<file path="config.mk">
export PLATFORM = sky130hd
export DESIGN_NAME = eth_f_pkt_client_checker_gen2
export DESIGN_NICKNAME = d
export VERILOG_FILES = /design/src/rtl/eth_f_pkt_client_checker_gen2.sv
export SDC_FILE = /design/constraint.sdc
export NUM_CORES = 2
export LEC_CHECK = 0
export ABC_AREA = 1
export CAP_MARGIN = 25
export CORE_UTILIZATION = 55
export DETAILED_ROUTE_END_ITERATION = 6
export GPL_ROUTABILITY_DRIVEN = 0
export PLACE_DENSITY = 0.8
export SYNTH_ARGS = -nofsm -noshare
export SYNTH_HDL_FRONTEND = slang
export SYNTH_SLANG_ARGS = --single-unit
</file>
<file path="constraint.sdc">
create_clock -name i_clk -period 10.4 [get_ports i_clk]
set_clock_uncertainty 0.1 [all_clocks]
set_input_delay 2.08 -clock i_clk [delete_from_list [all_inputs] [get_ports i_clk]]
set_output_delay 2.08 -clock i_clk [all_outputs]
set_load 0.01 [all_outputs]
</file>
<file path="src/rtl/eth_f_pkt_client_checker_gen2.sv">
// Receive-side packet checker for an Ethernet client loopback.
// Compares each accepted beat against WORDS copies of an incrementing
// reference lane, validates SOP/EOP framing and collects error/traffic stats.
// Ports:
//   i_clk, i_reset            clock, synchronous active-high reset
//   i_rx_*                    receive beat (valid/sop/eop/empty/data/error)
//   i_cfg_en                  run the checker; low holds it idle and cleared
//   i_cfg_resync_sop          reload the reference from SEED on every SOP
//   i_cfg_exp_pkts            packets to receive before done (0 = unbounded)
//   i_stat_clr                clear error statistics and traffic counters
//   o_data_error/o_frame_error sticky error flags
//   o_err_pulse               one-cycle pulse two cycles after an errored beat
//   o_err_cnt, o_pkt_cnt, o_byte_cnt, o_num_ticks  statistics
//   o_done                    expected packet count reached
//   o_first_err_pkt/beat      location of first error since clear
module eth_f_pkt_client_checker_gen2 #(
  parameter int unsigned WORDS = 4,
  parameter int unsigned WIDTH = 64,
  parameter int unsigned CNT_W = 32,
  parameter int unsigned ERR_W = 7,
  parameter logic [WIDTH-1:0] SEED = WIDTH'(64'h7060504030201000),
  localparam int unsigned DW      = WORDS * WIDTH,
  localparam int unsigned BYTES   = DW / 8,
  localparam int unsigned EMPTY_W = $clog2(BYTES)
) (
  input  logic               i_clk,
  input  logic               i_reset,
  input  logic               i_rx_valid,
  input  logic               i_rx_sop,
  input  logic               i_rx_eop,
  input  logic [EMPTY_W-1:0] i_rx_empty,
  input  logic [DW-1:0]      i_rx_data,
  input  logic [ERR_W-1:0]   i_rx_error,
  input  logic               i_cfg_en,
  input  logic               i_cfg_resync_sop,
  input  logic [CNT_W-1:0]   i_cfg_exp_pkts,
  input  logic               i_stat_clr,
  output logic               o_data_error,
  output logic               o_frame_error,
  output logic               o_err_pulse,
  output logic [CNT_W-1:0]   o_err_cnt,
  output logic [CNT_W-1:0]   o_pkt_cnt,
  output logic [63:0]        o_byte_cnt,
  output logic [63:0]        o_num_ticks,
  output logic               o_done,
  output logic [CNT_W-1:0]   o_first_err_pkt,
  output logic [15:0]        o_first_err_beat
);

  typedef enum logic [1:0] {ST_IDLE, ST_IN_PKT, ST_DONE} state_t;

  state_t             r_state, w_state_next;
  logic               w_frame_err;
  logic [WIDTH-1:0]   r_ref;
  logic [15:0]        r_beat_idx;
  logic               r_s1_valid, r_s1_frame, r_s1_mac;
  logic [DW-1:0]      r_s1_data, r_s1_exp;
  logic [CNT_W-1:0]   r_s1_pkt;
  logic [15:0]        r_s1_beat;
  logic               r_err_pulse, r_data_error, r_frame_error, r_done;
  logic               r_first_seen, r_ticks_run;
  logic [CNT_W-1:0]   r_err_cnt, r_pkt_cnt, r_first_err_pkt;
  logic [15:0]        r_first_err_beat;
  logic [63:0]        r_byte_cnt, r_num_ticks;

  // Stage 0: accept, build expected beat and byte mask
  logic               w_acc;
  logic [WIDTH-1:0]   w_ref_use;
  logic [EMPTY_W+2:0] w_shamt;
  logic [DW-1:0]      w_mask;
  logic [15:0]        w_beat_idx;
  logic               w_pkt_inc, w_tick_inc;
  logic [63:0]        w_byte_inc;

  assign w_acc      = i_rx_valid & i_cfg_en;
  assign w_ref_use  = (i_cfg_resync_sop && i_rx_sop) ? SEED : r_ref;
  assign w_shamt    = {i_rx_empty, 3'b000};
  assign w_mask     = i_rx_eop ? ({DW{1'b1}} << w_shamt) : {DW{1'b1}};
  assign w_beat_idx = i_rx_sop ? 16'd0 : r_beat_idx;
  assign w_pkt_inc  = w_acc & i_rx_eop;
  assign w_byte_inc = !w_acc ? 64'd0 :
                      (i_rx_eop ? 64'(BYTES) - 64'(i_rx_empty) : 64'(BYTES));
  assign w_tick_inc = i_cfg_en & (r_ticks_run | w_acc) & ~r_done;

  // Stage 2 compare, evaluated on stage-1 registers
  logic w_mis, w_err;
  assign w_mis = r_s1_valid & (r_s1_data != r_s1_exp);
  assign w_err = r_s1_valid & ((r_s1_data != r_s1_exp) | r_s1_frame | r_s1_mac);

  // Framing FSM: next state and framing-error decode
  always_comb begin
    w_state_next = r_state;
    w_frame_err  = 1'b0;
    if (!i_cfg_en) begin
      w_state_next = ST_IDLE;
    end else begin
      case (r_state)
        ST_IDLE: begin
          if (w_acc) begin
            if (!i_rx_sop)      w_frame_err  = 1'b1;
            else if (!i_rx_eop) w_state_next = ST_IN_PKT;
          end
          // Completion has priority over starting a new packet
          if ((i_cfg_exp_pkts != '0) && (r_pkt_cnt >= i_cfg_exp_pkts))
            w_state_next = ST_DONE;
        end
        ST_IN_PKT: begin
          if (w_acc) begin
            if (i_rx_sop) w_frame_err  = 1'b1;
            if (i_rx_eop) w_state_next = ST_IDLE;
          end
        end
        ST_DONE: begin
          if (w_acc && !i_rx_sop) w_frame_err = 1'b1;
        end
        default: w_state_next = ST_IDLE;
      endcase
    end
  end

  // FSM state register
  always_ff @(posedge i_clk) begin
    if (i_reset) begin
      r_state <= ST_IDLE;
      r_done  <= 1'b0;
    end else begin
      r_state <= w_state_next;
      r_done  <= (w_state_next == ST_DONE);
    end
  end

  // Reference lane, beat index and stage-1 pipeline
  always_ff @(posedge i_clk) begin
    if (i_reset) begin
      r_ref      <= SEED;
      r_beat_idx <= '0;
      r_s1_valid <= 1'b0;
      r_s1_frame <= 1'b0;
      r_s1_mac   <= 1'b0;
      r_s1_data  <= '0;
      r_s1_exp   <= '0;
      r_s1_pkt   <= '0;
      r_s1_beat  <= '0;
    end else begin
      if (!i_cfg_en)  r_ref <= SEED;
      else if (w_acc) r_ref <= w_ref_use + WIDTH'(1);
      if (w_acc)
        r_beat_idx <= (w_beat_idx == 16'hFFFF) ? 16'hFFFF : w_beat_idx + 16'd1;
      r_s1_valid <= w_acc;
      r_s1_frame <= w_frame_err;
      r_s1_mac   <= i_rx_eop & (|i_rx_error);
      r_s1_data  <= i_rx_data & w_mask;
      r_s1_exp   <= {WORDS{w_ref_use}} & w_mask;
      r_s1_pkt   <= r_pkt_cnt;
      r_s1_beat  <= w_beat_idx;
    end
  end

  // Error statistics; a clear loads the same-cycle event instead of dropping it
  always_ff @(posedge i_clk) begin
    if (i_reset) begin
      r_err_pulse      <= 1'b0;
      r_data_error     <= 1'b0;
      r_frame_error    <= 1'b0;
      r_err_cnt        <= '0;
      r_first_seen     <= 1'b0;
      r_first_err_pkt  <= '0;
      r_first_err_beat <= '0;
    end else begin
      r_err_pulse <= w_err;
      if (i_stat_clr) begin
        r_data_error     <= w_mis;
        r_frame_error    <= r_s1_valid & r_s1_frame;
        r_err_cnt        <= CNT_W'(w_err);
        r_first_seen     <= w_err;
        r_first_err_pkt  <= w_err ? r_s1_pkt : '0;
        r_first_err_beat <= w_err ? r_s1_beat : '0;
      end else begin
        r_data_error  <= r_data_error | w_mis;
        r_frame_error <= r_frame_error | (r_s1_valid & r_s1_frame);
        if (w_err && (r_err_cnt != {CNT_W{1'b1}}))
          r_err_cnt <= r_err_cnt + CNT_W'(1);
        if (w_err && !r_first_seen) begin
          r_first_seen     <= 1'b1;
          r_first_err_pkt  <= r_s1_pkt;
          r_first_err_beat <= r_s1_beat;
        end
      end
    end
  end

  // Traffic counters, cleared while the checker is disabled
  always_ff @(posedge i_clk) begin
    if (i_reset || !i_cfg_en) begin
      r_pkt_cnt   <= '0;
      r_byte_cnt  <= '0;
      r_num_ticks <= '0;
      r_ticks_run <= 1'b0;
    end else begin
      if (w_acc) r_ticks_run <= 1'b1;
      if (i_stat_clr) begin
        r_pkt_cnt   <= CNT_W'(w_pkt_inc);
        r_byte_cnt  <= w_byte_inc;
        r_num_ticks <= 64'(w_tick_inc);
      end else begin
        r_pkt_cnt   <= r_pkt_cnt + CNT_W'(w_pkt_inc);
        r_byte_cnt  <= r_byte_cnt + w_byte_inc;
        r_num_ticks <= r_num_ticks + 64'(w_tick_inc);
      end
    end
  end

  assign o_data_error     = r_data_error;
  assign o_frame_error    = r_frame_error;
  assign o_err_pulse      = r_err_pulse;
  assign o_err_cnt        = r_err_cnt;
  assign o_pkt_cnt        = r_pkt_cnt;
  assign o_byte_cnt       = r_byte_cnt;
  assign o_num_ticks      = r_num_ticks;
  assign o_done           = r_done;
  assign o_first_err_pkt  = r_first_err_pkt;
  assign o_first_err_beat = r_first_err_beat;

endmodule
</file>
Yosys cells after proc, flatten, opt, wreduce, memory -nomap -nowiden
Index checks and enable logic that the tools add are counted.
{"block": "word_totals", "elab_cells": 109, "output_inout_bits": 244, "latch_bits": 0, "ramBits": 0, "register_bits": 891, "rom_bits": 0, "mem_count": 0, "inputBits": 308}
{"block": "op_classes", "div": 0, "mul": 0, "n_reduce_logical": 17, "eq_ne": 6, "n_mux": 35, "addsub": 7, "n_shift": 1, "bitwise": 17, "n_lt_le_gt_ge": 1}
{"op": "256-bit AND", "n": 2}
{"op": "256-bit 2-to-1 mux", "n": 1}
{"op": "64-bit 2-to-1 mux", "n": 4}
{"op": "256-bit inequality test", "n": 1}
{"op": "256-bit by 8-bit left shift with 256-bit output, first input constant", "n": 1}
{"op": "32-bit 2-to-1 mux", "n": 3}
{"op": "16-bit 2-to-1 mux", "n": 5}
{"op": "64-bit by 1-bit adder with 64-bit output", "n": 1}
{"op": "64-bit by 1-bit adder with 64-bit output, second input constant", "n": 1}
{"op": "64-bit adder", "n": 1}
{"op": "32-bit by 1-bit adder with 32-bit output", "n": 1}
{"op": "32-bit by 1-bit adder with 32-bit output, second input constant", "n": 1}
{"op": "32-bit greater-or-equal comparator", "n": 1}
{"op": "32-bit inequality test, second input constant", "n": 1}
{"op": "32-bit nonzero test", "n": 1}
{"op": "16-bit by 1-bit adder with 16-bit output, second input constant", "n": 1}
{"op": "16-bit == test, second input constant", "n": 1}
{"op": "2-bit 2-to-1 mux", "n": 7}
{"op": "1-bit 2-to-1 mux", "n": 13}
{"op": "1-bit AND", "n": 8}
{"op": "7-bit OR reduction", "n": 1}
{"op": "6-bit by 5-bit subtractor with 7-bit output, first input constant", "n": 1}
{"op": "2-bit case mux with 3 select lines", "n": 1}
{"op": "2-bit OR reduction", "n": 3}
{"op": "10 further kinds", "n": 23}

Depth between registers and ports, before layout
{"block": "depth", "ltp_word": 7, "depth_mapped": 20, "mapped_depth_nobuf": 20}

Worst setup path before layout
Ideal clock, no wire load.
{"block": "synth_timing", "path_type": "input port to flip-flop", "start": "input port i_rx_eop", "end": "register r_byte_cnt[62], in the netlist o_byte_cnt[62]", "setup_ns": 0.118, "required_time_ns": 10.182, "arrival_time_ns": 4.913, "path_slack_ns": 5.269, "cell_stages": 20, "n_path_buf": 2, "path_cell_list": "buf_2 inv_1 clkbuf_1 nor2_1 inv_1 nor2_1 ha_1 inv_1 fa_1 nand3b_1 nand2_1 a21oi_1 nor2_4 nand2_1 nor2_1 nand4_2 nor2_4 nand2_1 nor3_1 nor2_1"}
{"block": "synth_between", "elab_chain_len": 4}
{"item": "start, declared", "line": "30", "source": "input logic i_rx_eop,"}
{"item": "64-bit 2-to-1 mux (*)", "line": "82", "source": "(i_rx_eop ? 64'(BYTES) - 64'(i_rx_empty) : 64'(BYTES));"}
{"item": "64-bit 2-to-1 mux (*)", "line": "81", "source": "assign w_byte_inc = !w_acc ? 64'd0 :"}
{"item": "64-bit adder", "line": "207", "source": "r_byte_cnt <= r_byte_cnt + w_byte_inc;"}
{"item": "64-bit 2-to-1 mux (*)", "line": "201", "source": "if (i_stat_clr) begin"}
{"item": "end signal, assigned", "line": "203", "source": "r_byte_cnt <= w_byte_inc;"}
{"item": "end signal, assigned", "line": "207"}
{"item": "end, declared", "line": "64", "source": "logic [63:0] r_byte_cnt, r_num_ticks;"}
Mark *: on every way between the ends. The rest lies on a longest branch, timed or not.
A chain may end at the register's enable or synchronous reset.

Final worst setup path
{"block": "layout_timing", "start": "input port i_rx_empty[4]", "end": "register r_byte_cnt[62], in the netlist o_byte_cnt[62]"}
{"block": "layout_between", "elab_chain_len": 5}
{"item": "start, declared", "line": "31", "source": "input logic [EMPTY_W-1:0] i_rx_empty,"}
{"item": "6-bit by 5-bit subtractor with 7-bit output (*)", "line": "82"}
{"item": "64-bit 2-to-1 mux (*)", "line": "82"}
{"item": "64-bit 2-to-1 mux (*)", "line": "81"}
{"item": "64-bit adder", "line": "207"}
{"item": "64-bit 2-to-1 mux (*)", "line": "201"}
Marks and branches as above.

==> qor.csv <==
metric,value,unit
worst ir drop on vdd,0.0001417,V
number of max-cap violations,0,
Final Setup Violations,0,
RSZ-0062 raised after global routing,no,
vias in the first global route,33664,
die width,264.9,um
initial antenna violation count,30,
type of element capturing the critical path,register,
area delta synth->final,24.76,%
"most common cell after layout, fill and taps aside",nand2_1,
max-slew violation count,0,
Root Driver,clkbuf_16,
largest area contributor in the netlist,dfxtp_1,
post-synthesis adder-cell area fraction,1.665,%
syn avg cell area,7.102,um^2
Slew HR,28.84,%
Num CTS Buffers,90,
first-pass GRT wire length,177000,um
Min-Delay Path Class,reg2reg,
post-synthesis xor/xnor area fraction,4.469,%
Post-synth EDFFs,0,
Hold Path Cell Cnt,2,
drt total wl,114600,um
Die Y,264.9,um
DRT Pass-1 Iters,6,
CTS tree,built,
vias per cell,5.222,
Clock Latency Late Sink,650,ps
ys async rst share,0,%
Design Power,7.369,mW
DRC,0,
layout cells sized above 1,4.586,%
largest family of logic cells by synthesized area,simple AND/OR/NAND/NOR gates,
flop and latch count out of synthesis,891,
largest net degree at the start of global routing,202,
number of cell rows,96,
post-synth top area share,46.91,%
Sinks on Clock Net,891,
endpoints failing hold,0,
Max Freq,161.2,MHz
worst-margin pin slew,1067,ps
Post-CTS Hold Buffers,0,
"Setup Fix Bufs, Post-CTS",0,
YS warnings,0,
CP max FO,17,
net count after synthesis,5712,
CTS H-tree lvls,3,
dominant synthesized flop cell,dfxtp_1,
mux share of post-synthesis cell area,0,%
critical path class,in2reg,
Fillers,5663,
sequential area share after synthesis,46.91,%
final antenna-violating net count,0,
"top cells by area, synth","dfxtp_1 (47%), nand2_1 (12%), nor2_1 (11%)",
post-synth cell types,57,
wire per inst,16.71,um
"commonest non-fill, non-tap cells in the layout","nand2_1 (1165), nor2_1 (1157), dfxtp_1 (891)",
pwr/cell area,155.3,nW/um^2
cts repair resizes,0,
status,"complete, no violations",
"Cell Area, Placed",44300,um^2
Critical Path RT,10840,ps
Port Buffer Count,551,
Leakage,19.88,nW
Synth Area in Simple Gates,32.48,%
Cells after Synth,5354,
setup TNS,0,ps
fin nets,6236,
DR iter-0 viols,2968,
Multi-input gate area,16900,um^2
design area,47440,um^2
clock slew at reported path FFs,60,ps
Core Region,68470,um^2
starting density of the core,55.53,%
"Remaining Overflow, GRT",0,
Global Route Usage Sum,31.74,%
synthesized cell area,38020,um^2
clock buffer depth,3,
final period utilization,59.67,%
HPWL after detailed placement,83780,um
CP startpoint kind,input pin,
R2R cell count,16,
Synth Area in Compound Gates,5.726,%
register area,17840,um^2
min Tclk post-route,6205,ps
Die ar.,70190,um^2
Worst EP arrival,6640,ps
I/O Pins,552,
Vias,35810,
==> sequential cells by signal, summed over array words and instances (netlist names), 2 cells and up <==
register,flops
o_byte_cnt,64
o_err_cnt,32
o_first_err_beat,16
o_first_err_pkt,32
o_num_ticks,64
o_pkt_cnt,32
r_beat_idx,16
r_ref,64
r_s1_beat,16
r_s1_data,256
r_s1_exp,256
r_s1_pkt,32
r_state,2
==> area by class of cell <==
class / instances / area share [%]
Antenna cell: 22 / 0.1161
Clock buffer: 132 / 5.571
Clock inverter: 35 / 0.8440
Inverter: 719 / 5.705
Multi-Input combinational cell: 3596 / 35.62
Sequential cell: 891 / 37.60
Tap cell: 882 / 2.326
Timing Repair Buffer: 580 / 12.22
==> logic make-up (layout without fill, tap and decap cells) <==
logic type,count (synthesis),after routing
xor+xnor,194,194
buf+inv,867,1466
simple gates,2953,2953
fa+ha+maj,50,50
other cells,0,22
compound gates,399,399
flops,891,891
==> synthesized netlist by cell type, types with 3 or more instances <==
library cell / number
nand3_1: 227
xnor2_1: 19
o31ai_1: 6
o21ai_2: 3
nor3b_1: 19
a211oi_1: 9
inv_2: 11
a21oi_1: 196
o41ai_1: 3
o211ai_1: 6
dfxtp_1: 891
a31oi_1: 8
and3_1: 3
nand2_2: 9
o21a_1: 17
and2_1: 6
nor2_2: 31
buf_1: 9
inv_1: 706
nor2_4: 11
nand3b_1: 4
a22oi_1: 7
o21ai_0: 117
nand2_1: 1165
nor3_2: 8
or2_2: 4
buf_2: 13
clkbuf_1: 119
nand4_1: 73
ha_1: 49
nor4_1: 45
xor2_1: 175
nor2_1: 1159
o21ai_1: 15
nand3_2: 3
nor3_1: 177
==> worst max-delay path, stage by stage <==
cell and delay (ps):
clkdlybuf4s50_1 570, nand2_1 500, clkinv_1 590, nor2_1 390, o21ai_1 170, a211oi_1 350
ha_1 260, nand2_1 70, inv_1 50, a21oi_1 160, nor2_4 210, nand2_1 140
nor2_1 240, nand4_2 250, nor2_4 290, nand2_1 90, nor3_1 160, nor2_1 60
==> where the power goes <==
group / switching [mW] / internal [mW]
logic: 0.303 / 0.217
registers: 0.0406 / 3.49
clock network: 1.37 / 1.94
==> worst paths after layout <==
| check | from | end | slack, ps |
|---|---|---|---|
| worst max-delay path | i_rx_empty[4] | o_byte_cnt[62] | 4190 |
| worst min-delay path | r_s1_pkt[25] | o_first_err_pkt[25] | 330 |
| worst max register to register | r_s1_exp[69] | o_err_cnt[8] | 6240 |
| worst min register to register | r_s1_pkt[25] | o_first_err_pkt[25] | 330 |
==> metrics by stage <==
stage	utilization, %	std cells	setup slack (ps)	hold slack [ps]
CTS	69.15	6833	4281	331.8
detailed placement	64.70	6666	3616	334.1
global route	69.28	6856	3852	350.0
global placement	64.61	6661	3406	325.5
finish	69.29	6857	4195	333.2
floorplan	-	5354	5269	323.4
==> per-layer routing <==
metal	GRT usage, %	wire length (um)	vias up
li1	-	-	17671
met1	38.71	45550	16364
met2	52.44	53160	1440
met3	7.153	10000	315
met4	16.28	5706	20
met5	0	131	-
(Power assumes the default switching activity.)
